$ cat config.mk
export PLATFORM = sky130hd
export DESIGN_NAME = mmcm_reconfig_ctrl_flat
export DESIGN_NICKNAME = d
export VERILOG_FILES = /design/src/rtl/mmcm_reconfig_ctrl_if.sv /design/src/rtl/mmcm_reconfig_ctrl.sv /design/src/flat_wrapper.sv
export SDC_FILE = /design/constraint.sdc
export NUM_CORES = 1
export LEC_CHECK = 0
export BUFFER_PORTS_ARGS = -buffer_cell sky130_fd_sc_hd__buf_2
export CELL_PAD_IN_SITES_DETAIL_PLACEMENT = 1
export CELL_PAD_IN_SITES_GLOBAL_PLACEMENT = 1
export CORE_MARGIN = 5
export CORE_UTILIZATION = 42
export CTS_CLUSTER_DIAMETER = 150
export DETAILED_ROUTE_END_ITERATION = 10
export PLACE_DENSITY_LB_ADDON = 0.1
export SYNTH_ARGS = -nofsm -noshare
export SYNTH_HDL_FRONTEND = slang
export SYNTH_SLANG_ARGS = --single-unit
$ cat constraint.sdc
create_clock -name clk_33 -period 3.05 [get_ports clk_33]
set_input_delay 0.1525 -clock clk_33 [delete_from_list [all_inputs] [get_ports clk_33]]
set_output_delay 0.1525 -clock clk_33 [all_outputs]
set_load 0.02 [all_outputs]
$ cat src/rtl/mmcm_reconfig_ctrl_if.sv
// Mode-request handshake between a video-mode requester and the MMCM reconfiguration controller.
interface mmcm_reconfig_ctrl_if #(
    parameter int unsigned MODE_W = 2
);
    logic [MODE_W-1:0] mode_sel;
    logic              mode_valid;
    logic              mode_ready;
    logic              busy;
    logic              done;
    logic              error;
    logic [MODE_W-1:0] current_mode;

    modport master (
        output mode_sel, mode_valid,
        input  mode_ready, busy, done, error, current_mode
    );

    modport slave (
        input  mode_sel, mode_valid,
        output mode_ready, busy, done, error, current_mode
    );
endinterface

$ cat src/rtl/mmcm_reconfig_ctrl.sv
// Runtime pixel-clock MMCM reconfiguration: holds the MMCM in reset, read-modify-writes
// its DRP registers from a per-mode ROM, releases reset and waits for lock.
module mmcm_reconfig_ctrl #(
    parameter int unsigned NUM_MODES       = 4,
    parameter int unsigned WRITES_PER_MODE = 10,
    parameter int unsigned DRDY_TIMEOUT    = 255,
    parameter int unsigned LOCK_TIMEOUT    = 65535,
    parameter int unsigned ROM_AW          = $clog2(NUM_MODES * WRITES_PER_MODE)
) (
    input  logic              clk_33,
    input  logic              rst_n,
    mmcm_reconfig_ctrl_if.slave mode_if,
    output logic [ROM_AW-1:0] rom_addr,
    input  logic [38:0]       rom_data,
    output logic              drp_den,
    output logic              drp_dwe,
    output logic [6:0]        drp_daddr,
    output logic [15:0]       drp_di,
    input  logic [15:0]       drp_do,
    input  logic              drp_drdy,
    output logic              mmcm_rst,
    input  logic              mmcm_locked
);
    localparam int unsigned MODE_W = $clog2(NUM_MODES);
    localparam int unsigned IDX_W  = $clog2(WRITES_PER_MODE);
    localparam int unsigned CNT_W  = $clog2(LOCK_TIMEOUT + 1);

    typedef enum logic [3:0] {
        S_IDLE, S_RST_ASSERT, S_FETCH, S_RD, S_RD_WAIT, S_WR,
        S_WR_WAIT, S_NEXT, S_RST_RELEASE, S_LOCK_WAIT, S_DONE, S_ERROR
    } state_e;

    state_e              state_q;
    logic [IDX_W-1:0]    idx_q;
    logic                fetch_ph_q;
    logic [CNT_W-1:0]    cnt_q;
    logic [MODE_W-1:0]   mode_q;
    logic [MODE_W-1:0]   cur_mode_q;
    logic [15:0]         mask_q;
    logic [15:0]         data_q;
    logic                lock_meta_q;
    logic                lock_sync_q;
    logic                mode_ready_q;
    logic                busy_q;
    logic                done_q;
    logic                error_q;
    logic [ROM_AW-1:0]   rom_addr_q;
    logic                drp_den_q;
    logic                drp_dwe_q;
    logic [6:0]          drp_daddr_q;
    logic [15:0]         drp_di_q;
    logic                mmcm_rst_q;
    logic [15:0]         rmw_c;

    // Mask bit 1 keeps the current register bit; data is assumed zero under the mask.
    assign rmw_c = (drp_do & mask_q) | data_q;

    always_ff @(posedge clk_33) begin
        if (!rst_n) begin
            state_q      <= S_IDLE;
            idx_q        <= '0;
            fetch_ph_q   <= 1'b0;
            cnt_q        <= '0;
            mode_q       <= '0;
            cur_mode_q   <= '0;
            mask_q       <= '0;
            data_q       <= '0;
            lock_meta_q  <= 1'b0;
            lock_sync_q  <= 1'b0;
            mode_ready_q <= 1'b1;
            busy_q       <= 1'b0;
            done_q       <= 1'b0;
            error_q      <= 1'b0;
            rom_addr_q   <= '0;
            drp_den_q    <= 1'b0;
            drp_dwe_q    <= 1'b0;
            drp_daddr_q  <= '0;
            drp_di_q     <= '0;
            mmcm_rst_q   <= 1'b0;
        end else begin
            lock_meta_q <= mmcm_locked;
            lock_sync_q <= lock_meta_q;
            done_q      <= 1'b0;
            drp_den_q   <= 1'b0;
            drp_dwe_q   <= 1'b0;
            cnt_q       <= '0;
            unique case (state_q)
                S_IDLE: begin
                    if (mode_if.mode_valid && mode_ready_q) begin
                        mode_ready_q <= 1'b0;
                        busy_q       <= 1'b1;
                        mode_q       <= mode_if.mode_sel;
                        if (mode_if.mode_sel == cur_mode_q && !error_q) begin
                            state_q <= S_DONE;
                        end else begin
                            error_q <= 1'b0;
                            state_q <= S_RST_ASSERT;
                        end
                    end
                end
                S_RST_ASSERT: begin
                    mmcm_rst_q <= 1'b1;
                    idx_q      <= '0;
                    fetch_ph_q <= 1'b0;
                    rom_addr_q <= ROM_AW'(32'(mode_q) * WRITES_PER_MODE);
                    state_q    <= S_FETCH;
                end
                // Address is already on the ROM; second cycle captures the registered word.
                S_FETCH: begin
                    if (!fetch_ph_q) begin
                        fetch_ph_q <= 1'b1;
                    end else begin
                        fetch_ph_q  <= 1'b0;
                        drp_daddr_q <= rom_data[38:32];
                        mask_q      <= rom_data[31:16];
                        data_q      <= rom_data[15:0];
                        drp_den_q   <= 1'b1;
                        state_q     <= S_RD;
                    end
                end
                S_RD: state_q <= S_RD_WAIT;
                S_RD_WAIT: begin
                    if (drp_drdy) begin
                        drp_di_q  <= rmw_c;
                        drp_den_q <= 1'b1;
                        drp_dwe_q <= 1'b1;
                        state_q   <= S_WR;
                    end else if (cnt_q == CNT_W'(DRDY_TIMEOUT - 1)) begin
                        state_q <= S_ERROR;
                    end else begin
                        cnt_q <= cnt_q + CNT_W'(1);
                    end
                end
                S_WR: state_q <= S_WR_WAIT;
                S_WR_WAIT: begin
                    if (drp_drdy) begin
                        state_q <= S_NEXT;
                    end else if (cnt_q == CNT_W'(DRDY_TIMEOUT - 1)) begin
                        state_q <= S_ERROR;
                    end else begin
                        cnt_q <= cnt_q + CNT_W'(1);
                    end
                end
                S_NEXT: begin
                    if (idx_q == IDX_W'(WRITES_PER_MODE - 1)) begin
                        state_q <= S_RST_RELEASE;
                    end else begin
                        idx_q      <= idx_q + IDX_W'(1);
                        rom_addr_q <= rom_addr_q + ROM_AW'(1);
                        state_q    <= S_FETCH;
                    end
                end
                S_RST_RELEASE: begin
                    mmcm_rst_q <= 1'b0;
                    state_q    <= S_LOCK_WAIT;
                end
                S_LOCK_WAIT: begin
                    if (lock_sync_q) begin
                        state_q <= S_DONE;
                    end else if (cnt_q == CNT_W'(LOCK_TIMEOUT - 1)) begin
                        state_q <= S_ERROR;
                    end else begin
                        cnt_q <= cnt_q + CNT_W'(1);
                    end
                end
                S_DONE: begin
                    done_q       <= 1'b1;
                    cur_mode_q   <= mode_q;
                    busy_q       <= 1'b0;
                    mode_ready_q <= 1'b1;
                    state_q      <= S_IDLE;
                end
                S_ERROR: begin
                    error_q      <= 1'b1;
                    mmcm_rst_q   <= 1'b0;
                    busy_q       <= 1'b0;
                    mode_ready_q <= 1'b1;
                    state_q      <= S_IDLE;
                end
                default: state_q <= S_IDLE;
            endcase
        end
    end

    assign mode_if.mode_ready   = mode_ready_q;
    assign mode_if.busy         = busy_q;
    assign mode_if.done         = done_q;
    assign mode_if.error        = error_q;
    assign mode_if.current_mode = cur_mode_q;
    assign rom_addr             = rom_addr_q;
    assign drp_den              = drp_den_q;
    assign drp_dwe              = drp_dwe_q;
    assign drp_daddr            = drp_daddr_q;
    assign drp_di               = drp_di_q;
    assign mmcm_rst             = mmcm_rst_q;
endmodule

$ cat src/flat_wrapper.sv
// flat-port wrapper written by rule: the top's interface ports become plain ports
module mmcm_reconfig_ctrl_flat 
#(
    parameter int unsigned NUM_MODES       = 4,
    parameter int unsigned WRITES_PER_MODE = 10,
    parameter int unsigned DRDY_TIMEOUT    = 255,
    parameter int unsigned LOCK_TIMEOUT    = 65535,
    parameter int unsigned ROM_AW          = $clog2(NUM_MODES * WRITES_PER_MODE)
)
  (clk_33, rst_n, rom_addr, rom_data, drp_den, drp_dwe, drp_daddr, drp_di, drp_do, drp_drdy, mmcm_rst, mmcm_locked, mode_if_mode_sel, mode_if_mode_valid, mode_if_mode_ready, mode_if_busy, mode_if_done, mode_if_error, mode_if_current_mode);
  mmcm_reconfig_ctrl_if mode_if_i ();
  input  logic clk_33;
  input  logic rst_n;
  output logic [ROM_AW-1:0] rom_addr;
  input  logic [38:0] rom_data;
  output logic drp_den;
  output logic drp_dwe;
  output logic [6:0] drp_daddr;
  output logic [15:0] drp_di;
  input  logic [15:0] drp_do;
  input  logic drp_drdy;
  output logic mmcm_rst;
  input  logic mmcm_locked;
  input wire logic [$bits(mode_if_i.mode_sel)-1:0] mode_if_mode_sel;
  input wire logic [$bits(mode_if_i.mode_valid)-1:0] mode_if_mode_valid;
  output wire logic [$bits(mode_if_i.mode_ready)-1:0] mode_if_mode_ready;
  output wire logic [$bits(mode_if_i.busy)-1:0] mode_if_busy;
  output wire logic [$bits(mode_if_i.done)-1:0] mode_if_done;
  output wire logic [$bits(mode_if_i.error)-1:0] mode_if_error;
  output wire logic [$bits(mode_if_i.current_mode)-1:0] mode_if_current_mode;
  assign mode_if_i.mode_sel = mode_if_mode_sel;
  assign mode_if_i.mode_valid = mode_if_mode_valid;
  assign mode_if_mode_ready = mode_if_i.mode_ready;
  assign mode_if_busy = mode_if_i.busy;
  assign mode_if_done = mode_if_i.done;
  assign mode_if_error = mode_if_i.error;
  assign mode_if_current_mode = mode_if_i.current_mode;
  mmcm_reconfig_ctrl #(.NUM_MODES(NUM_MODES), .WRITES_PER_MODE(WRITES_PER_MODE), .DRDY_TIMEOUT(DRDY_TIMEOUT), .LOCK_TIMEOUT(LOCK_TIMEOUT), .ROM_AW(ROM_AW)) u_core (.clk_33(clk_33), .rst_n(rst_n), .mode_if(mode_if_i), .rom_addr(rom_addr), .rom_data(rom_data), .drp_den(drp_den), .drp_dwe(drp_dwe), .drp_daddr(drp_daddr), .drp_di(drp_di), .drp_do(drp_do), .drp_drdy(drp_drdy), .mmcm_rst(mmcm_rst), .mmcm_locked(mmcm_locked));
endmodule
==> results.md <==
Run status:
- The run finished with clean final reports.

Global route:
- The first global-routing pass estimated 17.8 mm of wire.
- Summed over all layers, the global routing overflow is 0.
- Across every metal layer, demand over resource in global routing totals 18.7%.
- The initial antenna violation count is 0.
- The largest net degree at the start of global routing is 47.
- The number of global-route vias before repair is 3,756.

Placed design:
- The count of buffers inserted at the top-level ports is 99.
- The area of placed instances is 4690 sq um.
- The half-perimeter wire length of the detailed placement result is 7.49 mm.
- The routability-driven placement congestion ratio is 0.746.

Worst setup path:
- The nature of the critical path startpoint is a flip-flop.
- The critical path data required time is 3.33 ns.
- The worst path arrival time is 2.50 ns.
- The family with the most delay on the worst path is simple AND/OR/NAND/NOR gates.
- The endpoint class of the critical path is a flip-flop.
- The endpoint of the worst register-to-register path is u_core.drp_di[9].
- The worst path buffer plus inverter count is 1.
- The largest incremental delay on the critical path is 0.56 ns.
- The cell type with the highest occurrence count on the critical path is sky130_fd_sc_hd__nor2_1.
- By startpoint and endpoint, the worst setup path is classified as reg -> reg.
- The critical path goes through nor2_1 > nand2_1 > nor3b_4 > buf_4 > nor2_1 > a211oi_1.
- Along the worst path, the maximum fanout reaches 34.
- The reg2reg setup slack is 0.83 ns.
- The number of cells traversed by the worst register-to-register path is 6.
- The total number of cells along the worst setup path is 6.
- The largest individual stage delay along the critical path comes from the cell sky130_fd_sc_hd__dfxtp_1.
- The start of the worst register-to-register path is u_core.state_q[0].

Routing:
- The number of search-and-repair iterations in the first detailed-routing pass is 4.
- Detailed routing inserted a total of 3,711 vias.
- The violation count after the first detailed-route iteration is 134.
- The antenna violation net count after detailed routing is 0.
- After detailed routing, the number of vias per cell comes to 5.10.
- The number of remaining DRC errors is 0.
- After detailed routing, the total wire length is 10.7 mm.
- The per-cell routed wire length is 14.7 microns.

Final layout:
- Compared with the post-synthesis result, the final layout area differs by 22.1%.
- The post-route netlist has 23.6% of its cells at a drive strength greater than 1.
- The number of nets at the end of the flow is 656.
- 0 antenna diodes ended up in the layout.
- The final cell area excluding filler cells is 4990 sq um.

Hold path:
- The class of the tightest hold or removal check is in -> reg.
- For hold timing, the worst endpoint is u_core.data_q[13].
- Along the worst hold path, the cell count comes to 3.
- The startpoint of the most critical hold path is rom_data[13].

Yosys:
- The library cell with the largest summed area after synthesis is sky130_fd_sc_hd__dfxtp_1.
- The average instance area after synthesis is 8.34 sq um.
- Sequential cells were found to cover 48.5% of the synthesized design area.
- Sorting the synthesized cells by area gives the leading types as sky130_fd_sc_hd__dfxtp_1, sky130_fd_sc_hd__nand2_1, sky130_fd_sc_hd__a21oi_1.
- For this run, asynchronously set or reset flops after synthesis account for 0%.
- The synthesized design contains 0 enable-type register cells.
- The number of nets in the synthesized netlist is 557.
- By count the netlist is led by sky130_fd_sc_hd__dfxtp_1, sky130_fd_sc_hd__nand2_1, sky130_fd_sc_hd__a21oi_1.
- During synthesis, Yosys emitted a total of 0 warnings.
- The post-synthesis cell count is 490.
- The area share of the leading cell type in the synthesized netlist is 48.5%.
- The synthesized netlist contains 48 unique library cells.
- In the synthesized netlist the dominant register cell turns out to be sky130_fd_sc_hd__dfxtp_1.
- The post-synthesis sequential element count is 99.
- The post-synthesis cell area is 4090 sq um.

Timing:
- Setup repair after global routing left no endpoint under its margin.
- The share of the clock period used by the worst path after layout is 72.6%.
- The count of final setup violators is 0.
- The hold violation total from the final report is 0.
- Headroom to the max-slew limit came out at 44.8%.
- At the pin with the least slew margin, the transition time is 0.827 ns.
- The max-slew violation count is 0.
- For the final routed database, the setup TNS stands at 0 ns.
- Between clock sinks in the finished design, the worst skew comes to 0.00811 ns.
- Static timing analysis puts the maximum clock frequency at 451 MHz.
- The clock period minus worst slack is 2.22 ns.

Floorplanning:
- In this run the horizontal extent of the chip is 109 microns.
- After floorplanning, the core was sized to cover 9640 sq um.
- The initial utilization of the core area, before any placement, comes to 42.4%.
- The floorplan step defined a die boundary enclosing 11,800 sq um.
- The floorplan step set the die height to 109 microns.
- Pin placement for this block handled 100 I/O pins.
- The number of cell rows is 36.

Clock tree:
- The clock insertion delay at the later pin of the skew report is 0.37 ns.
- The clock tree synthesis step divided the H-tree into 3 levels.
- The TritonCTS clock tree is yes.
- No sink is reached through more buffers than the 2 on the longest clock path.
- After clock tree synthesis, the repair step resized 0 gates.
- Clock tree synthesis inserted a total of 9 buffers.
- The tree built by TritonCTS fans out to 99 sinks.
- The master cell of the clock root buffer is sky130_fd_sc_hd__clkbuf_8.
- After clock tree synthesis, the clock-pin slew on the worst setup and hold paths is 0.10 ns.

Pwr:
- The internal power of the cells totals 0.00210 W.
- Summed over all nets, the switching power comes to 0.00106 W.
- The combinational fraction of design power is 23.8%.
- The relative contribution of sequential cells to total power is 48.1%.
- The maximum VDD drop is 0.229 mV.
- For this design the ratio of total power to cell area is 634 nW/um^2.
- The static leakage power is 1.87 nW.
- Net switching is 33.5% of the power.
- The clock network is responsible for 28.1% of the overall power.

Run:
- Across the run, the number of max-cap violations was 0.
[power groups by stage]
stage	clock [W]	combinational (W)	sequential [W]
5_1_grt	0.000970	0.000842	0.00155
3_3_place_gp	0	0.000731	0.00155
6_report	0.000888	0.000753	0.00152
3_5_place_dp	0	0.000750	0.00155
2_1_floorplan	0	0.000463	0.00158
4_1_cts	0.000916	0.000760	0.00152
[flip-flops by register name, indices dropped and copies added, names as in the netlist]
register                     cells
u_core.cnt_q                    16
u_core.data_q                   16
u_core.drp_daddr                 7
u_core.drp_den                   1
u_core.drp_di                   16
u_core.drp_dwe                   1
u_core.fetch_ph_q                1
u_core.idx_q                     4
u_core.lock_meta_q               1
u_core.lock_sync_q               1
u_core.mask_q                   16
u_core.mmcm_rst                  1
u_core.mode_if.busy              1
u_core.mode_if.current_mode      2
u_core.mode_if.done              1
u_core.mode_if.error             1
u_core.mode_if.mode_ready        1
u_core.mode_q                    2
u_core.rom_addr                  6
u_core.state_q                   4
[worst register-to-register path: cells and delay by family (launching register included)]
family	cells	cell delay [ns]
compound gates	1	0.22
buf+inv	1	0.36
flops	1	0.56
simple gates	4	0.99
[kinds of logic after synthesis]
kind of cell | Yosys count | synth area share [%]
DFF | 99 | 48.5
AOI/OAI and AO/OA | 117 | 17.5
xor gates and xnor gates | 21 | 4.50
buffers and inverters | 34 | 3.49
and+or+nand+nor | 212 | 24.0
muxes | 2 | 0.490
adders and majority gates | 5 | 1.53
[through the flow]
step / hold WS, ns / utilization (%) / cells / total power [W] / setup slack (ns)
2_1_floorplan: 0.280 / - / 490 / 0.00204 / 1.21
3_3_place_gp: 0.365 / 48.7 / 702 / 0.00228 / 0.927
3_5_place_dp: 0.364 / 48.7 / 702 / 0.00230 / 0.832
4_1_cts: 0.000774 / 51.8 / 727 / 0.00320 / 0.814
5_1_grt: 0.00548 / 51.8 / 727 / 0.00336 / 0.511
6_report: 0.0145 / 51.8 / 727 / 0.00317 / 0.835
[cell usage in the layout, fill, tap and decap left out, types with 3 or more instances in the layout]
| cell type | count |
|---|---|
| sky130_fd_sc_hd__ha_1 | 5 |
| sky130_fd_sc_hd__and3_1 | 3 |
| sky130_fd_sc_hd__nand3_1 | 14 |
| sky130_fd_sc_hd__nor2_2 | 10 |
| sky130_fd_sc_hd__buf_4 | 7 |
| sky130_fd_sc_hd__a21oi_1 | 65 |
| sky130_fd_sc_hd__a311oi_1 | 3 |
| sky130_fd_sc_hd__a31oi_1 | 3 |
| sky130_fd_sc_hd__xor2_1 | 7 |
| sky130_fd_sc_hd__o31ai_1 | 6 |
| sky130_fd_sc_hd__dlygate4sd3_1 | 9 |
| sky130_fd_sc_hd__nor3_1 | 5 |
| sky130_fd_sc_hd__nand2_1 | 99 |
| sky130_fd_sc_hd__clkbuf_8 | 10 |
| sky130_fd_sc_hd__nand4_1 | 5 |
| sky130_fd_sc_hd__o21ai_0 | 10 |
| sky130_fd_sc_hd__xnor2_1 | 14 |
| sky130_fd_sc_hd__and2_1 | 5 |
| sky130_fd_sc_hd__dfxtp_1 | 99 |
| sky130_fd_sc_hd__inv_1 | 6 |
| sky130_fd_sc_hd__a211oi_1 | 20 |
| sky130_fd_sc_hd__nor2b_1 | 4 |
| sky130_fd_sc_hd__nor2_1 | 50 |
| sky130_fd_sc_hd__buf_2 | 99 |
| sky130_fd_sc_hd__nand4b_1 | 3 |
[final cells by class]
class | count | area [sq um]
fillers | 1191 | 4650
flip-flops and latches | 99 | 1980
multi-input cells | 357 | 1970
repair buffers | 115 | 638
well taps | 133 | 166
clock buffers | 10 | 138
clock inverters | 6 | 72.6
inverters | 7 | 26.3
[worst max path at each step]
stage                       from                 to
2_1_floorplan    u_core.cnt_q[8]   u_core.cnt_q[10]
3_3_place_gp   u_core.state_q[0]  u_core.data_q[12]
3_5_place_dp   u_core.state_q[0]   u_core.drp_di[9]
4_1_cts        u_core.state_q[0]   u_core.drp_di[9]
5_1_grt        u_core.state_q[0]  u_core.drp_di[10]
6_report       u_core.state_q[0]   u_core.drp_di[9]
[routing by layer]
layer  wire, microns  GRT usage (%)
met3             680           4.97
met2            5020           30.8
met5               0              0
met4             131           6.49
met1            4870           23.6
[repair_timing]
action | in CTS | in global routing
hold buffers | 9 | 0
endpoints found under the setup margin | 0 | 0
endpoints found under the hold margin | 9 | 0
buffers inserted | 0 | 0
Note: power is estimated with default switching activity, not from simulation.
